## src/rtl/gcd_pkg.sv

```systemverilog
// Shared definitions for the GCD requester and the subtractive GCD calculator.
package gcd_pkg;

  localparam int GCD_W       = 8;
  localparam int GCD_TIMEOUT = 1023;
  localparam int GCD_TW      = 10;

  // Requester FSM states.
  typedef enum logic [1:0] {
    IDLE  = 2'd0,
    ISSUE = 2'd1,
    RESP  = 2'd2
  } gcd_state_e;

  // Calculator FSM states.
  typedef enum logic [1:0] {
    CALC_IDLE = 2'd0,
    CALC_RUN  = 2'd1,
    CALC_HOLD = 2'd2,
    CALC_CLR  = 2'd3
  } gcd_calc_state_e;

endpackage

```

## src/rtl/gcd_requester_if.sv

```systemverilog
// Bundle of the upstream operand stream, downstream result stream and the
// calculator start/done bus.
//
// Handshake rules: a transfer on a valid/ready stream happens on a rising clk
// edge where both valid and ready are 1; once valid is raised the payload is
// held constant until that transfer. On the calculator bus, start is held
// high with stable P/Q until done is seen, and done stays high until shortly
// after start drops.
interface gcd_requester_if import gcd_pkg::*; #(
  parameter int W = GCD_W
);
  logic         in_valid;
  logic         in_ready;
  logic [W-1:0] in_p;
  logic [W-1:0] in_q;
  logic         out_valid;
  logic         out_ready;
  logic [W-1:0] out_r;
  logic         out_err;
  logic         calc_start;
  logic [W-1:0] calc_p;
  logic [W-1:0] calc_q;
  logic [W-1:0] calc_r;
  logic         calc_done;

  // Requester view.
  modport master (
    input  in_valid, in_p, in_q, out_ready, calc_r, calc_done,
    output in_ready, out_valid, out_r, out_err, calc_start, calc_p, calc_q
  );

  // Environment view: operand source, result sink and calculator.
  modport slave (
    output in_valid, in_p, in_q, out_ready, calc_r, calc_done,
    input  in_ready, out_valid, out_r, out_err, calc_start, calc_p, calc_q
  );
endinterface

```

## src/rtl/gcd_requester.sv

```systemverilog
// Initiator side of the GCD start/done handshake. Takes operand pairs from
// an upstream stream, runs them through the calculator (or answers zero
// operands locally), and returns results downstream. A timeout marks the
// calculator as hung and sets a sticky fault; afterwards every request is
// answered with an error so upstream never stalls.
module gcd_requester import gcd_pkg::*; #(
  parameter int W       = GCD_W,
  parameter int TIMEOUT = GCD_TIMEOUT,
  parameter int TW      = GCD_TW
) (
  input  logic                   clk,
  input  logic                   rst,
  gcd_requester_if.master        bus,
  output logic                   fault,
  output gcd_state_e             state_dbg
);

  localparam logic [TW-1:0] CNT_LAST = TW'(TIMEOUT - 1);

  gcd_state_e    state, state_n;
  logic [TW-1:0] cnt, cnt_n;
  logic          start_q, start_n;
  logic [W-1:0]  p_q, p_n;
  logic [W-1:0]  q_q, q_n;
  logic          valid_q, valid_n;
  logic [W-1:0]  r_q, r_n;
  logic          err_q, err_n;
  logic          fault_q, fault_n;
  logic          accept;
  logic          p_zero, q_zero;

  // A done still high from the previous run must not be mistaken for the
  // next one, so new work is refused until the calculator has cleared it.
  assign bus.in_ready = (state == IDLE) && !bus.calc_done;
  assign accept       = bus.in_valid && bus.in_ready;
  assign p_zero       = (bus.in_p == '0);
  assign q_zero       = (bus.in_q == '0);

  assign bus.calc_start = start_q;
  assign bus.calc_p     = p_q;
  assign bus.calc_q     = q_q;
  assign bus.out_valid  = valid_q;
  assign bus.out_r      = r_q;
  assign bus.out_err    = err_q;
  assign fault          = fault_q;
  assign state_dbg      = state;

  // All outputs and the timeout counter are registered here.
  always_ff @(posedge clk) begin
    if (!rst) begin
      state   <= IDLE;
      cnt     <= '0;
      start_q <= 1'b0;
      p_q     <= '0;
      q_q     <= '0;
      valid_q <= 1'b0;
      r_q     <= '0;
      err_q   <= 1'b0;
      fault_q <= 1'b0;
    end else begin
      state   <= state_n;
      cnt     <= cnt_n;
      start_q <= start_n;
      p_q     <= p_n;
      q_q     <= q_n;
      valid_q <= valid_n;
      r_q     <= r_n;
      err_q   <= err_n;
      fault_q <= fault_n;
    end
  end

  // Next-state and next-output logic; everything holds unless changed.
  always_comb begin
    state_n = state;
    cnt_n   = cnt;
    start_n = start_q;
    p_n     = p_q;
    q_n     = q_q;
    valid_n = valid_q;
    r_n     = r_q;
    err_n   = err_q;
    fault_n = fault_q;
    case (state)
      IDLE: begin
        if (accept) begin
          // P/Q change on the same edge start rises, so they are already
          // stable when the calculator first sees start.
          p_n = bus.in_p;
          q_n = bus.in_q;
          if (fault_q) begin
            state_n = RESP;
            valid_n = 1'b1;
            r_n     = '0;
            err_n   = 1'b1;
          end else if (p_zero || q_zero) begin
            state_n = RESP;
            valid_n = 1'b1;
            r_n     = bus.in_p | bus.in_q;
            err_n   = p_zero && q_zero;
          end else begin
            state_n = ISSUE;
            start_n = 1'b1;
            cnt_n   = '0;
          end
        end
      end
      ISSUE: begin
        cnt_n = cnt + 1'b1;
        // done takes priority over a timeout landing on the same cycle.
        if (bus.calc_done) begin
          start_n = 1'b0;
          r_n     = bus.calc_r;
          err_n   = 1'b0;
          valid_n = 1'b1;
          state_n = RESP;
        end else if (cnt == CNT_LAST) begin
          start_n = 1'b0;
          fault_n = 1'b1;
          r_n     = '0;
          err_n   = 1'b1;
          valid_n = 1'b1;
          state_n = RESP;
        end
      end
      RESP: begin
        if (bus.out_ready) begin
          valid_n = 1'b0;
          state_n = IDLE;
        end
      end
      default: state_n = IDLE;
    endcase
  end

endmodule

```

## src/flat_wrapper.sv

```systemverilog
// flat-port wrapper written by rule: the top's interface ports become plain ports
module gcd_requester_flat import gcd_pkg::*;
#(
  parameter int W       = GCD_W,
  parameter int TIMEOUT = GCD_TIMEOUT,
  parameter int TW      = GCD_TW
)
  (clk, rst, fault, state_dbg, bus_in_valid, bus_in_p, bus_in_q, bus_out_ready, bus_calc_r, bus_calc_done, bus_in_ready, bus_out_valid, bus_out_r, bus_out_err, bus_calc_start, bus_calc_p, bus_calc_q);
  gcd_requester_if #(.W(W)) bus_i ();
  input  logic clk;
  input  logic rst;
  output logic fault;
  output gcd_state_e state_dbg;
  input wire logic [$bits(bus_i.in_valid)-1:0] bus_in_valid;
  input wire logic [$bits(bus_i.in_p)-1:0] bus_in_p;
  input wire logic [$bits(bus_i.in_q)-1:0] bus_in_q;
  input wire logic [$bits(bus_i.out_ready)-1:0] bus_out_ready;
  input wire logic [$bits(bus_i.calc_r)-1:0] bus_calc_r;
  input wire logic [$bits(bus_i.calc_done)-1:0] bus_calc_done;
  output wire logic [$bits(bus_i.in_ready)-1:0] bus_in_ready;
  output wire logic [$bits(bus_i.out_valid)-1:0] bus_out_valid;
  output wire logic [$bits(bus_i.out_r)-1:0] bus_out_r;
  output wire logic [$bits(bus_i.out_err)-1:0] bus_out_err;
  output wire logic [$bits(bus_i.calc_start)-1:0] bus_calc_start;
  output wire logic [$bits(bus_i.calc_p)-1:0] bus_calc_p;
  output wire logic [$bits(bus_i.calc_q)-1:0] bus_calc_q;
  assign bus_i.in_valid = bus_in_valid;
  assign bus_i.in_p = bus_in_p;
  assign bus_i.in_q = bus_in_q;
  assign bus_i.out_ready = bus_out_ready;
  assign bus_i.calc_r = bus_calc_r;
  assign bus_i.calc_done = bus_calc_done;
  assign bus_in_ready = bus_i.in_ready;
  assign bus_out_valid = bus_i.out_valid;
  assign bus_out_r = bus_i.out_r;
  assign bus_out_err = bus_i.out_err;
  assign bus_calc_start = bus_i.calc_start;
  assign bus_calc_p = bus_i.calc_p;
  assign bus_calc_q = bus_i.calc_q;
  gcd_requester #(.W(W), .TIMEOUT(TIMEOUT), .TW(TW)) u_core (.clk(clk), .rst(rst), .bus(bus_i), .fault(fault), .state_dbg(state_dbg));
endmodule
```

## config.mk

```make
export PLATFORM = sky130hd
export DESIGN_NAME = gcd_requester_flat
export DESIGN_NICKNAME = d
export VERILOG_FILES = /design/src/rtl/gcd_pkg.sv /design/src/rtl/gcd_requester_if.sv /design/src/rtl/gcd_requester.sv /design/src/flat_wrapper.sv
export SDC_FILE = /design/constraint.sdc
export NUM_CORES = 1
export LEC_CHECK = 0
export CAP_MARGIN = 40
export CORE_ASPECT_RATIO = 0.8
export CORE_MARGIN = 2
export CORE_UTILIZATION = 46
export CTS_CLUSTER_SIZE = 14
export DETAILED_ROUTE_END_ITERATION = 12
export GPL_ROUTABILITY_DRIVEN = 0
export PLACE_DENSITY = 0.78
export SETUP_SLACK_MARGIN = 0.3
export SYNTH_ARGS = -nofsm -noshare
export SYNTH_HDL_FRONTEND = slang
export SYNTH_SLANG_ARGS = --single-unit
```

## constraint.sdc

```tcl
create_clock -name clk -period 2.53 [get_ports clk]
set_clock_uncertainty 0.2 [all_clocks]
set_input_delay 0.6325 -clock clk [delete_from_list [all_inputs] [get_ports clk]]
set_output_delay 0.6325 -clock clk [all_outputs]
set_load 0.005 [all_outputs]
```

==> results.cfg, run 1 <==
[clocking]
clk_latency_ns = 0.28
cts_buffers = 5
cts_buffer_depth = 2
clockRootBuffer = clkbuf_8
htree_num_levels = 2
path_clk_slew_ns = 0.07
cts_sinks = 40
post_cts_hold_buffer_count = 0
cts_tree = built

[final_layout]
syn_to_final_growth_pct = 49.2
final_nets = 355
layout_common_cells = nand2_1 (45), clkdlybuf4s50_1 (40), dfxtp_1 (38)
n_fill_cell = 367
final_area_sq_um = 2890
layout_commonest_cell = nand2_1
layout-drive-gt1-share = 0.177
post-route-util = 0.701
insertedDiodeCount = 0

[yosys]
avgSynthCellArea_sq_um = 8.11
syn_nets = 270
yosysWarnings = 0
synth_seq_area_share = 0.413
ys_ff_latch = 40
synthesis.area_sq_um = 1940
synth.distinct_cells = 35
synthCells = 239

[worst_setup_path]
crit_buf_inv = 1
timing.rr.start = u_core.cnt[2]
cp_max_fo = 3
cp-start-kind = primary input
cp.required_ns = 2.56
r2r-end = u_core.bus.out_r[0]
critPathLaunch = bus_in_p[4]
cp.depth = 6
r2r_slack_ns = 0.53
path_cells = dlygate4sd2_1 > nor4_4 > a21oi_2 > a21o_4 > or4_1 > nand2_1
critPathArrivalTime_ns = 2.21
r2r_cells = 6
critical-path-top-delay-family = simple AND/OR/NAND/NOR gates
critPathMaxStageDelay_ns = 0.50
worstSetupEndpoint = u_core.cnt[7]
path_class = in2reg
cp_slowest_cell = or4_1
end_kind = register

[timing]
rsz0062_at_grt = true
finalCritPeriodShare = 0.862
finalHoldViolCount = 0
tightestPinTransition_ns = 0.355
relSlewSlack = 0.762
setup_violations = 0
hold_ws_ns = 0.254
max_freq_ghz = 0.459
slew_violations = 0
layout_min_cycle_time_ns = 2.18

[drt]
wirelength_microns = 5300
wl_per_cell_microns = 14.0
viasPerCell = 5.23
firstDrtPassIters = 4
vias = 1981
drt_iter0_drc = 92
route.detailed.drc = 0
antenna_left = 0

[place]
dp_hpwl_microns = 3930
placed_cell_area_sq_um = 2780
io_buffers = 59

[global_routing]
grt.total_usage = 0.227
grt_pass1_vias = 1716
grt_antenna_before_repair = 0
overflow = 0
grt_pass1_wl_microns = 8340
grt_max_degree = 25

[floorplan]
dieArea_sq_um = 4750
rows = 21
fp.dieH_microns = 62.1
start_util = 0.470
io_pins = 60
coreArea_sq_um = 4130
die_w_microns = 76.6

[pwr]
power.leakage_nw = 1.15
p_total_mw = 1.34
switching_share = 0.258
clock_power_share = 0.281
peakVddDrop_mv = 0.325
seqPwrFrac = 0.508
power.density_nw_per_um2 = 463
pwr-share-comb = 0.211
p_sw_mw = 0.346
power.internal_mw = 0.992

[run]
drv_cap = 0

[outcome]
status = finished, final reports clean

[min_path]
min_path_type = reg2reg
==> timing repair <==
action | CTS | global route
buffers inserted | 0 | 2
endpoints found under the setup margin | 20 | 18
gates resized for setup | 25 | 12
pin swaps | 6 | 6
==> tightest hold or removal path: cells and delay by family (launching register included) <==
family | cells | cell delay [ns]
compound gates | 1 | 0.05
simple gates | 1 | 0.05
flops | 1 | 0.31
==> state kept, by name, indices dropped and copies added (netlist names), 2 cells and up <==
name	count
u_core.bus.out_r	8
u_core.bus.calc_q	8
u_core.cnt	10
u_core.state_dbg	2
u_core.bus.calc_p	8
==> cell families after synthesis <==
logic type | after synthesis | synth area share
buffers and inverters | 21 | 0.0516
AND/OR/NAND/NOR | 110 | 0.298
adder cells (fa/ha/maj) | 2 | 0.0129
AO/OA/AOI/OAI | 58 | 0.183
flip-flops | 40 | 0.413
multiplexers | 8 | 0.0413
==> power by group through the flow <==
stage	registers (mW)	logic, mW	clock network [mW]
CTS	0.679	0.276	0.382
finish	0.680	0.282	0.375
detailed placement	0.692	0.280	0
global placement	0.692	0.276	0
global route	0.684	0.306	0.410
floorplan	0.689	0.112	0
==> metrics by stage <==
stage	setup TNS (ns)	worst slack, ns	instances
6_report	0	0.350	379
5_1_grt	0	0.272	379
4_1_cts	0	0.252	377
3_5_place_dp	-2.40	-0.162	372
3_3_place_gp	-1.59	-0.128	372
2_1_floorplan	0	0.396	239
==> area by class of cell <==
type / instances / area [sq um] / area share
clock buffer: 5 / 68.8 / 0.0238
inverter: 6 / 22.5 / 0.00779
multi-input combinational: 178 / 1080 / 0.374
sequential: 40 / 803 / 0.278
tap: 57 / 71.3 / 0.0247
timing repair buffer: 93 / 843 / 0.292
==> metal layers <==
layer / vias to the layer above / global-route usage / wire [microns]
met5: - / 0 / 0
met4: 0 / 0.0987 / 72
met3: 6 / 0.0535 / 301
met2: 70 / 0.351 / 2320
met1: 896 / 0.311 / 2610
li1: 1009 / - / -
==> how the worst min path moves through the flow <==
stage / start / end / slack [ns] / depth (start not counted)
floorplan: u_core.cnt[5] / u_core.cnt[5] / 0.25 / 2
global route: u_core.bus.calc_p[4] / u_core.bus.calc_p[4] / 0.28 / 2
CTS: u_core.bus.calc_q[5] / u_core.bus.calc_q[5] / 0.26 / 2
finish: u_core.bus.calc_q[5] / u_core.bus.calc_q[5] / 0.25 / 2
detailed placement: u_core.bus.calc_q[1] / u_core.bus.calc_q[1] / 0.25 / 2
global placement: u_core.bus.calc_q[5] / u_core.bus.calc_q[5] / 0.24 / 2
==> cell usage after synthesis, drive strengths merged <==
library cell  instances  area share
dfxtp                40        0.41
nand2b                2      0.0065
o31ai                 2      0.0077
a21oi                31       0.088
a211oi                1      0.0039
nor2b                 1      0.0032
nand2                46       0.089
mux2i                 8       0.041
nand3                 5       0.013
nor4                  4       0.044
nand4                 4       0.013
and3                  9       0.029
clkbuf               10       0.019
a31oi                 2      0.0097
and4                  1      0.0045
o211ai                2      0.0077
nor2                 19       0.037
or4                   3       0.012
buf                   5       0.021
inv                   6       0.012
ha                    2       0.013
or4b                  1      0.0052
o31a                  1      0.0045
nor3                 10       0.026
a221oi                2      0.0090
or3                   5       0.016
o21ai                15       0.041
a22o                  1      0.0045
a21o                  1      0.0077
Power figures use the tool's default switching activity.
==> run 2, diff against run 1 <==
Settings changed: ABC_CLOCK_PERIOD_IN_PS from default to 2530, PLACE_DENSITY 0.78 to 0.84.
==> run 2 against run 1 <==
Against the previous run:
- maximum frequency is 3.1% lower
- clock-buffer cell count did not move
- global-route usage grew 0.81 points
- sequential power is essentially flat
- setup slack got worse by 0.070 ns
- power grew 2.1%
- first-iteration DRC count rose by 110%
- utilization is 1.4 points higher
- critical path type unchanged
==> results.cfg, run 2 (synthesis results as in run 1) <==
[outcome]
status = finished, final reports clean

[min_path]
min_path_type = reg2reg

[drt]
wirelength_microns = 5750
antenna_left = 0
drt_iter0_drc = 197
firstDrtPassIters = 4
route.detailed.drc = 0
wl_per_cell_microns = 15.0
viasPerCell = 5.50
vias = 2111

[timing]
finalCritPeriodShare = 0.889
max_freq_ghz = 0.444
finalWorstSetupSlack_ns = 0.280
tightestPinTransition_ns = 0.342
rsz0062_at_grt = true
layout_min_cycle_time_ns = 2.25
setup_violations = 0
finalHoldViolCount = 0
relSlewSlack = 0.770
slew_violations = 0

[clocking]
cts_buffer_depth = 2
cts_buffers = 5
cts_sinks = 40
clk_latency_ns = 0.30
clockRootBuffer = clkbuf_8
cts_tree = built
path_clk_slew_ns = 0.07
htree_num_levels = 2

[worst_setup_path]
critPathArrivalTime_ns = 2.30
cp.required_ns = 2.58
path_class = in2reg
end_kind = register
cp-start-kind = primary input
cp_max_fo = 6

[final_layout]
layout_common_cells = nand2_1 (45), clkdlybuf4s50_1 (40), dfxtp_1 (38)
layout_commonest_cell = nand2_1
layout-drive-gt1-share = 0.196
regMostFlops = u_core.cnt
final_nets = 360
syn_to_final_growth_pct = 52.2
largest_register_ffs = 10
post-route-util = 0.715
insertedDiodeCount = 0
stdcell_count = 384

[global_routing]
overflow = 0
grt_util_met1 = 0.323
grt_antenna_before_repair = 0
grt_pass1_vias = 1787
top_usage_layer = met2
grt_pass1_wl_microns = 8600
use_met3 = 0.0535
grt_max_degree = 25
grt.total_usage = 0.235
met2_usage = 0.363

[place]
placed_cells = 371
pre_cts_slack_ns = -0.193
io_buffers = 59
dp_hpwl_microns = 3990

[floorplan]
coreArea_sq_um = 4130
rows = 21
start_util = 0.470
dieArea_sq_um = 4750
fp.dieH_microns = 62.1
io_pins = 60
die_w_microns = 76.6

[pwr]
power.density_nw_per_um2 = 463
power.leakage_nw = 1.19
peakVddDrop_mv = 0.399

[run]
drv_cap = 0
-- run 2: cell types whose count changed in the layout (fill, tap and decap cells not counted), moves of 2 or more --
cell and delta:
clkdlybuf4s15_1 -4, dlygate4sd2_1 +2, buf_4 +3, a21oi_1 -2
-- run 2: final timing paths --
| check | slack [ns] | endpoint | from | cells after the start |
|---|---|---|---|---|
| max reg2reg | 0.51 | u_core.bus.out_r[4] | u_core.cnt[2] | 6 |
| min | 0.26 | u_core.bus.calc_p[4] | u_core.bus.calc_p[4] | 2 |
| max | 0.28 | u_core.cnt[7] | bus_in_q[2] | 7 |
| min reg2reg | 0.26 | u_core.bus.calc_p[4] | u_core.bus.calc_p[4] | 2 |
-- run 2: layout make-up --
class / instances / area [sq um]
fill: 318 / 1170
multi-input combinational: 178 / 1090
timing repair buffer: 98 / 897
sequential: 40 / 803
tap: 57 / 71.3
clock buffer: 5 / 68.8
inverter: 6 / 22.5
-- run 2: stage by stage --
step	setup TNS (ns)	instance area [sq um]	hold WS [ns]	power (mW)
detailed placement	-2.76	2770	0.248	0.976
finish	0	2950	0.256	1.37
floorplan	0	1940	0.245	0.801
CTS	0	2860	0.257	1.34
global placement	-1.70	2770	0.242	0.968
global route	0	2950	0.267	1.42
-- run 2: timing repair --
action                     in CTS  in global routing
setup buffers                   3                  4
setup endpoints to repair      21                 17
hold endpoints to repair        0                  0
pin swaps                       7                  7
resized for setup              24                 15
gates cloned                    0                  1
hold buffers                    0                  0
-- run 2: power breakdown --
| group | switching [mW] | internal [mW] | total [mW] |
|---|---|---|---|
| clock network | 0.210 | 0.178 | 0.388 |
| logic | 0.134 | 0.164 | 0.298 |
| registers | 0.0212 | 0.658 | 0.679 |
| total | 0.365 | 1.00 | 1.37 |
-- run 2: critical path, stage by stage --
cell,delay [ns]
dlygate4sd2_1,0.29
nor4_4,0.09
a21oi_4,0.31
a31oi_4,0.22
clkbuf_16,0.20
or4_1,0.48
nand2_1,0.08
-- run 2: routing by layer --
metal  wire length, microns  up-vias
met5                      0        -
met4                    125        0
met3                    461       15
met2                   2640       95
met1                   2530      972
li1                       -     1029
